**config.mk**
```make
export PLATFORM = sky130hd
export DESIGN_NAME = opb_register_simulink2ppc
export DESIGN_NICKNAME = d
export VERILOG_FILES = /design/src/rtl/opb_register_simulink2ppc_pkg.sv /design/src/rtl/opb_slave_if.sv /design/src/rtl/opb_register_simulink2ppc.sv
export SDC_FILE = /design/constraint.sdc
export NUM_CORES = 1
export LEC_CHECK = 0
export ABC_CLOCK_PERIOD_IN_PS = 4300
export CAP_MARGIN = 20
export CORE_MARGIN = 4
export CORE_UTILIZATION = 44
export DETAILED_ROUTE_END_ITERATION = 8
export GPL_TIMING_DRIVEN = 1
export PLACE_DENSITY = 0.83
export SKIP_LAST_GASP = 1
export SYNTH_ARGS = -nofsm -noshare
export SYNTH_HDL_FRONTEND = slang
export SYNTH_SLANG_ARGS = --single-unit
```
**constraint.sdc**
```tcl
create_clock -name OPB_Clk -period 4.3 [get_ports OPB_Clk]
set_input_delay 1.075 -clock OPB_Clk [delete_from_list [all_inputs] [get_ports OPB_Clk]]
set_output_delay 1.075 -clock OPB_Clk [all_outputs]
set_load 0.005 [all_outputs]
```
**src/rtl/opb_register_simulink2ppc_pkg.sv**
```systemverilog
// opb_register_simulink2ppc_pkg: shared FSM encodings, register word offsets and STAT packing
package opb_register_simulink2ppc_pkg;
  localparam logic [1:0] ST_IDLE = 2'd0;
  localparam logic [1:0] ST_ACK  = 2'd1;
  localparam logic [1:0] ST_WAIT = 2'd2;
  localparam logic [29:0] W_DATA = 30'd0;
  localparam logic [29:0] W_STAT = 30'd1;
  localparam logic [29:0] W_CTRL = 30'd2;
  function automatic logic [31:0] stat_word(input logic [15:0] cnt, input logic ovr, input logic nw);
    return {cnt, 14'd0, ovr, nw};
  endfunction
endpackage

```
**src/rtl/opb_slave_if.sv**
```systemverilog
// opb_slave_if: OPB slave window decode, IDLE/ACK/WAIT handshake and wired-OR read-data gating
// ports: clk/rst, OPB abus/wdata/be/rnw/select in; rd_word from owner's read mux (indexed by word_idx);
//        ack plus the transfer captured at select time (ack_rnw/ack_idx/ack_wdata/ack_be); dbus read data
module opb_slave_if
  import opb_register_simulink2ppc_pkg::*;
#(
  parameter logic [31:0] BASEADDR = 32'h01001000,
  parameter logic [31:0] HIGHADDR = 32'h010010FF
) (
  input  logic        clk,
  input  logic        rst,
  input  logic [0:31] abus,
  input  logic [0:31] wdata,
  input  logic [0:3]  be,
  input  logic        rnw,
  input  logic        select,
  input  logic [31:0] rd_word,
  output logic [29:0] word_idx,
  output logic        ack,
  output logic        ack_rnw,
  output logic [29:0] ack_idx,
  output logic [0:31] ack_wdata,
  output logic [0:3]  ack_be,
  output logic [0:31] dbus
);
  logic [1:0] st;
  logic [31:0] off;
  logic [31:0] rd_q;
  logic hit;
  logic unused_ok;
  assign off = abus - BASEADDR;
  assign word_idx = off[31:2];
  assign unused_ok = ^off[1:0];
  assign hit = select && abus >= BASEADDR && abus <= HIGHADDR;
  always_ff @(posedge clk or posedge rst)
    if (rst) begin
      st <= ST_IDLE;
      rd_q <= '0;
      ack_rnw <= 1'b0;
      ack_idx <= '0;
      ack_wdata <= '0;
      ack_be <= '0;
    end else begin
      st <= st == ST_IDLE ? (hit ? ST_ACK : ST_IDLE) : st == ST_ACK ? ST_WAIT : (select ? ST_WAIT : ST_IDLE);
      if (st == ST_IDLE && hit) begin
        rd_q <= rnw ? rd_word : '0;
        ack_rnw <= rnw;
        ack_idx <= word_idx;
        ack_wdata <= wdata;
        ack_be <= be;
      end
    end
  assign ack = st == ST_ACK;
  assign dbus = ack ? rd_q : '0;
endmodule

```
**src/rtl/opb_register_simulink2ppc.sv**
```systemverilog
// opb_register_simulink2ppc: fabric-to-PPC register with NEW/OVERRUN flags and update count, read over OPB
// ports: OPB_Clk/OPB_Rst; OPB_ABus/BE/DBus/RNW/select/seqAddr slave inputs; Sl_DBus/xferAck (errAck/retry/toutSup
//        tied 0); user_data_in + user_data_valid capture a word each valid cycle; user_new_pending mirrors NEW
module opb_register_simulink2ppc
  import opb_register_simulink2ppc_pkg::*;
#(
  parameter logic [31:0] C_BASEADDR = 32'h01001000,
  parameter logic [31:0] C_HIGHADDR = 32'h010010FF,
  parameter int C_OPB_AWIDTH = 32,
  parameter int C_OPB_DWIDTH = 32,
  parameter C_FAMILY = "virtex5"
) (
  input  logic                    OPB_Clk,
  input  logic                    OPB_Rst,
  input  logic [0:C_OPB_AWIDTH-1] OPB_ABus,
  input  logic [0:3]              OPB_BE,
  input  logic [0:C_OPB_DWIDTH-1] OPB_DBus,
  input  logic                    OPB_RNW,
  input  logic                    OPB_select,
  input  logic                    OPB_seqAddr,
  output logic [0:C_OPB_DWIDTH-1] Sl_DBus,
  output logic                    Sl_xferAck,
  output logic                    Sl_errAck,
  output logic                    Sl_retry,
  output logic                    Sl_toutSup,
  input  logic [31:0]             user_data_in,
  input  logic                    user_data_valid,
  output logic                    user_new_pending
);
  localparam bit unused_family = C_FAMILY == "";
  logic [31:0] data;
  logic nw;
  logic ovr;
  logic [15:0] cnt;
  logic [29:0] word_idx;
  logic [29:0] ack_idx;
  logic ack;
  logic ack_rnw;
  logic [0:31] ack_wdata;
  logic [0:3] ack_be;
  logic [31:0] rd_word;
  logic rd_clr;
  logic ctrl_clr;
  logic unused_ok;
  opb_slave_if #(.BASEADDR(C_BASEADDR), .HIGHADDR(C_HIGHADDR)) u_if (
    .clk(OPB_Clk), .rst(OPB_Rst), .abus(OPB_ABus), .wdata(OPB_DBus), .be(OPB_BE), .rnw(OPB_RNW),
    .select(OPB_select), .rd_word(rd_word), .word_idx(word_idx), .ack(ack), .ack_rnw(ack_rnw),
    .ack_idx(ack_idx), .ack_wdata(ack_wdata), .ack_be(ack_be), .dbus(Sl_DBus)
  );
  assign rd_word = word_idx == W_DATA ? data : word_idx == W_STAT ? stat_word(cnt, ovr, nw) : '0;
  assign rd_clr = ack && ack_rnw && ack_idx == W_DATA;
  // OPB bit 31 is the LSB, so the CTRL clear bit lives in the BE[3] byte lane
  assign ctrl_clr = ack && !ack_rnw && ack_idx == W_CTRL && ack_be[3] && ack_wdata[31];
  // a valid arriving with the clearing read keeps NEW set and is not an overrun
  always_ff @(posedge OPB_Clk or posedge OPB_Rst)
    if (OPB_Rst) begin
      data <= '0;
      nw <= 1'b0;
      ovr <= 1'b0;
      cnt <= '0;
    end else begin
      if (user_data_valid) data <= user_data_in;
      nw <= user_data_valid | (nw & ~rd_clr);
      ovr <= ~ctrl_clr & (ovr | (user_data_valid & nw & ~rd_clr));
      cnt <= ctrl_clr ? {15'd0, user_data_valid} : cnt + {15'd0, user_data_valid};
    end
  assign Sl_xferAck = ack;
  assign Sl_errAck = 1'b0;
  assign Sl_retry = 1'b0;
  assign Sl_toutSup = 1'b0;
  assign user_new_pending = nw;
  assign unused_ok = ^{ack_wdata[0:30], ack_be[0:2], OPB_seqAddr, unused_family};
endmodule
```
### Word level (Yosys, flattened, before mapping)

Cells that the tools add are included.

* register bits after elaboration: 117
* output and inout bits: 37
* input bits: 106
* logic and storage cells: 47

* add/sub/neg operators: 2
* muxes and demuxes: 9
* eq/ne operators: 3
* order comparisons: 2
* reductions and logical operators: 13
* bitwise logic cells: 8

Operators by type and width (number)
* $mux W32: 4
* $logic_not A30 Y1: 2
* $ge A32 B25 Y1 const B: 1
* $le A32 B25 Y1 const B: 1
* $sub A32 B25 Y32 const B: 1
* $eq A30 B1 Y1 const B: 1
* $eq A30 B2 Y1 const B: 1
* $add A16 B1 Y16: 1
* $mux W16: 1
* $logic_and A1 B1 Y1: 9
* $mux W2: 3
* $and A1 B1 Y1: 4
* $eq A2 B1 Y1 const B: 1
* $logic_not A2 Y1: 1
* $not A1 Y1: 2
* $or A1 B1 Y1: 2
* $logic_not A1 Y1: 1
* $mux W1: 1

### Depth between registers and ports, before layout

* depth in word-level cells: 7
* depth in mapped cells: 10
* depth with buffers taken out: 8

### By module

From an unflattened synthesis, not the netlist that was laid out.

* cell total of the unflattened synthesis: 637
* area, all modules: 7347.0 µm²

By module, submodules not included
* opb_slave_if: cells each 403, area an instance 4715.8 µm², times used 1, seq. area each 2527.4 µm²
* opb_register_simulink2ppc: cells each 234, area an instance 2631.3 µm², times used 1, seq. area each 1251.2 µm²

### Worst setup path before layout

No wires, ideal clock.

* path kind: in2reg
* start: input OPB_ABus[18] (netlist bit)
* end: register u_if.ack_idx[14]
* required time: 4.163 ns
* library setup time: 0.137 ns
* path buffers: 1
* arrival time: 3.134 ns
* setup slack: 1.029 ns
* cell stages on the path: 8
* cell sequence: inv_1 > ha_1 > or4b_2 > o41ai_1 > and4bb_2 > buf_2 > nor3b_2 > nor2_1

* longest elaborated chain between the ends: 4
* elaborated cells on any way between the ends: 6
* those cells by class: add/sub: 1; order compare: 2; reduce/logical: 3

Ends and longest elaborated chain
* start, declared: line opb_register_simulink2ppc.sv:15 `input logic [0:C_OPB_AWIDTH-1] OPB_ABus,`
* $ge A32 B25 Y1: line opb_slave_if.sv:34 `assign hit = select && abus >= BASEADDR && abus <= HIGHADDR;`
* $logic_and A1 B1 Y1 (2 in series): line opb_slave_if.sv:34
* $logic_and A1 B1 Y1: line opb_slave_if.sv:45 `if (st == ST_IDLE && hit) begin`
* end signal, assigned: line opb_slave_if.sv:48 `ack_idx <= word_idx;`
* end, declared: line opb_slave_if.sv:21 `output logic [29:0] ack_idx,`

Several ways; a longest one is shown, not always the timed one.
A chain may end at the register's enable or synchronous reset.

### Worst setup path in the final report

* start: input OPB_ABus[18] (netlist bit)
* end: register u_if.rd_q[30]

* longest elaborated chain between the ends: 5
* elaborated cells on any way between the ends: 11
* those cells by class: add/sub: 1; order compare: 2; eq/ne: 1; mux: 3; reduce/logical: 4

Ends and longest elaborated chain
* $sub A32 B25 Y32: line opb_slave_if.sv:31 `assign off = abus - BASEADDR;`
* $eq A30 B1 Y1: line opb_register_simulink2ppc.sv:50 `assign rd_word = word_idx == W_DATA ? data : word_idx == W_STAT ? stat_word(cnt, ovr, nw) : '0;`
* $mux W32 (2 in series): line opb_register_simulink2ppc.sv:50
* $mux W32: line opb_slave_if.sv:46 `rd_q <= rnw ? rd_word : '0;`
* end signal, assigned: line opb_slave_if.sv:46
* end, declared: line opb_slave_if.sv:28 `logic [31:0] rd_q;`

Several ways; a longest one is shown, not always the timed one.

==> qor.yml <==
grt:
  grt_pass1_wl_um: 21300
  antenna_found_initial: 0
  grt_usage_pct: 18.9
  overflow: 0
  grt_max_degree: 82
  grt_pass1_vias: 4374
cts:
  ctsResizeCount: 0
  clk_pin_slew_ns: 0.05
  cts_buffers: 17
  cts_buffer_depth: 2
  cts_sinks: 117
  cts_hold_buf: 0
  cts_htree_levels: 4
  post_cts.repair.setup_buffers: 0
  root_buffer: "clkbuf_16"
  cts_tree: "done"
  clock_latency_ns: 0.41
final_layout:
  multi_input_area_um2: 2210
  fillCellCount: 900
  finish.net_count: 711
  antenna_cells: 0
  final-seq-area_um2: 2930
  synthToLayoutAreaGrowth_pct: 35.4
  drive_gt1_share_pct: 15.3
run_status:
  status: "finished, final reports clean"
setup_path:
  worstRegToRegCells: 5
  critical_path.slowest_cell: "clkdlybuf4s50_1"
  slowest_delay_ns: 0.53
  required_ns: 4.61
  rrSetupSlack_ns: 2.12
  arrival_ns: 4.00
  regToRegEndpoint: "cnt[0]"
  worst-setup-path-type: "input pin to flip-flop"
  critPathMaxFanout: 18
  path_cells: "clkdlybuf4s50_1 -> inv_1 -> ha_1 -> or4bb_1 -> or4_1 -> a311oi_1 -> nand4_1 -> or2_1 -> buf_4 -> o21ai_0"
  worstSetupStartpointType: "input pin"
  reg2reg_from: "u_if.st[1]"
  endpoint_kind: "flip-flop"
drt:
  antenna_left: 0
  drcViolationCount: 0
  vias_per_cell: 5.38
  via_count: 4067
  routed_wl_um: 12500
  drt_iter0_drc: 215
  drt_pass1_iterations: 4
  avgRoutedWirePerCell_um: 16.5
sta:
  finalSetupViolCount: 0
  tns_ns: 0
  fmax_ghz: 0.271
  final-hold-violation-count: 0
  slew_violations: 0
  rsz0062_at_grt: "false"
  slew_headroom_pct: 56.4
  period_share_pct: 85.8
  finalWorstSetupSlack_ns: 0.612
  skew_ns: 0.0158
  tightest_slew_ns: 0.647
  layout_min_cycle_time_ns: 3.69
pwr:
  powerDensity_nw_per_um2: 418
  leakagePower_nw: 3.25
  peakVddDrop_uv: 259
  total_power_mw: 2.98
min_path:
  hp-start: "u_if.rd_q[25]"
  whs_path_depth: 2
  min_path_type: "flip-flop to flip-flop"
  hold_path_end: "u_if.rd_q[25]"
floorplanning:
  dieWidth_um: 117
  ios: 143
  die_area_um2: 13800
  core-area_um2: 11600
  die_y_um: 117
  placementRows: 39
  start_util_pct: 45.6
logic_synthesis:
  synth-edff-count: 0
  syn_area_per_cell_um2: 10.8
  yosysSeqAreaShare_pct: 55.6
  ys.flop_type: "dfrtp_1"
  ys_ff_latch: 117
  ys_types: 48
  ys_warn_count: 0
  syn_inst: 486
  async_flop_share_pct: 100
  synth_area_um2: 5270
place:
  pre_cts_slack_ns: 0.241
  place_congestion: 0.780
  io_buffers: 104
  hpwl_um: 8890
flow_run:
  drv_cap: 0
[flip-flops by register name, indices dropped and copies added, names as in the netlist, 2 cells and up]
signal and flops:
u_if.ack_idx 30, data 32, u_if.rd_q 32, cnt 16, u_if.st 2
[power breakdown]
part	leakage [nW]	internal [mW]	switching, mW
Sequential	1.54	1.17	0.0533
Combinational	1.41	0.141	0.113
Clock	0.301	1.04	0.467
Total	3.25	2.35	0.633
[critical path, delay by kind of cell]
kind            cells  cell delay, ns
buf+inv             3            0.92
simple gates        4            1.34
fa+ha+maj           1            0.14
compound gates      2            0.51
[metal layers]
layer | up-vias | wire length (um) | GRT usage, %
met3 | 20 | 641 | 5.53
met4 | 0 | 201 | 7.11
met2 | 116 | 6470 | 31.8
met1 | 2023 | 5180 | 23.1
li1 | 1908 | - | -
met5 | - | 0 | 0
[Yosys cell counts, types with 2 or more instances]
| cell | count | area share (%) |
|---|---|---|
| o41ai_1 | 2 | 0.33 |
| buf_1 | 4 | 0.28 |
| buf_4 | 4 | 0.57 |
| nand3_1 | 14 | 1.3 |
| and4_1 | 4 | 0.66 |
| mux2i_1 | 18 | 3.4 |
| dfrtp_1 | 117 | 56 |
| xor2_1 | 11 | 1.8 |
| and3_1 | 4 | 0.47 |
| nor3_1 | 4 | 0.38 |
| nor4_1 | 12 | 1.4 |
| nand2_1 | 67 | 4.8 |
| o21ai_0 | 13 | 1.2 |
| nand4_1 | 6 | 0.71 |
| clkbuf_1 | 14 | 1.0 |
| a21oi_1 | 2 | 0.19 |
| inv_1 | 5 | 0.36 |
| ha_1 | 5 | 1.2 |
| and2_1 | 32 | 3.8 |
| nor2b_1 | 5 | 0.59 |
| xnor2_1 | 3 | 0.50 |
| mux2_2 | 34 | 7.3 |
| or4_1 | 2 | 0.28 |
| a21o_1 | 2 | 0.28 |
| a22o_1 | 14 | 2.3 |
| o21ai_2 | 10 | 1.7 |
| nor2_1 | 55 | 3.9 |
| or3_1 | 2 | 0.24 |
| a31oi_1 | 2 | 0.24 |
[how the worst max path moves through the flow]
stage	start	to	cells past startpoint
floorplan	OPB_Rst	cnt[0]	1
global placement	OPB_ABus[19]	u_if.rd_q[30]	9
detailed placement	OPB_ABus[18]	u_if.rd_q[30]	10
CTS	OPB_ABus[18]	u_if.rd_q[30]	10
global route	OPB_ABus[18]	u_if.rd_q[30]	10
finish	OPB_ABus[18]	u_if.rd_q[30]	10
[cell usage in the layout, fill, tap and decap left out, drive strengths merged, types with 2 or more instances in the layout]
master	netlist	layout
a21o	2	2
a21oi	2	2
a22o	14	14
a31oi	2	2
and2	32	32
and3	4	4
and4	4	4
buf	11	14
bufinv	0	5
clkbuf	14	23
clkdlybuf4s50	0	104
clkinv	0	2
clkinvlp	0	2
conb	1	3
dfrtp	117	117
ha	5	5
inv	5	5
mux2	34	34
mux2i	18	18
nand2	67	67
nand3	14	14
nand4	6	6
nor2	55	55
nor2b	5	5
nor3	5	5
nor4	12	12
o21ai	23	23
o41ai	2	2
or2	2	2
or3	2	2
or4	2	2
xnor2	3	3
xor2	11	11
[stage by stage]
stage / instance area (um2) / instances / hold WS [ns] / utilization (%)
6_report: 7130 / 756 / 0.470 / 61.7
5_1_grt: 7130 / 756 / 0.497 / 61.7
4_1_cts: 7130 / 756 / 0.470 / 61.7
3_5_place_dp: 6500 / 724 / 0.460 / 56.2
3_3_place_gp: 6500 / 724 / 0.453 / 56.2
2_1_floorplan: 5280 / 488 / 0.439 / -
[kinds of logic (layout without fill, tap and decap cells)]
kind of cell,after synthesis,in the layout,synth area share [%]
compound gates,49,49,6.86
buf+inv,30,155,2.80
xor+xnor,14,14,2.33
mux,52,52,10.7
simple gates,218,218,20.5
other cells,1,3,0.0712
fa+ha+maj,5,5,1.19
flops,117,117,55.6
[cell type report]
type / instances / area share (%)
multi-input cells: 341 / 31.0
clock buffers: 23 / 6.42
repair buffers: 118 / 16.2
clock inverters: 9 / 2.46
well taps: 143 / 2.51
flip-flops and latches: 117 / 41.0
inverters: 5 / 0.298
Power figures use the tool's default switching activity.
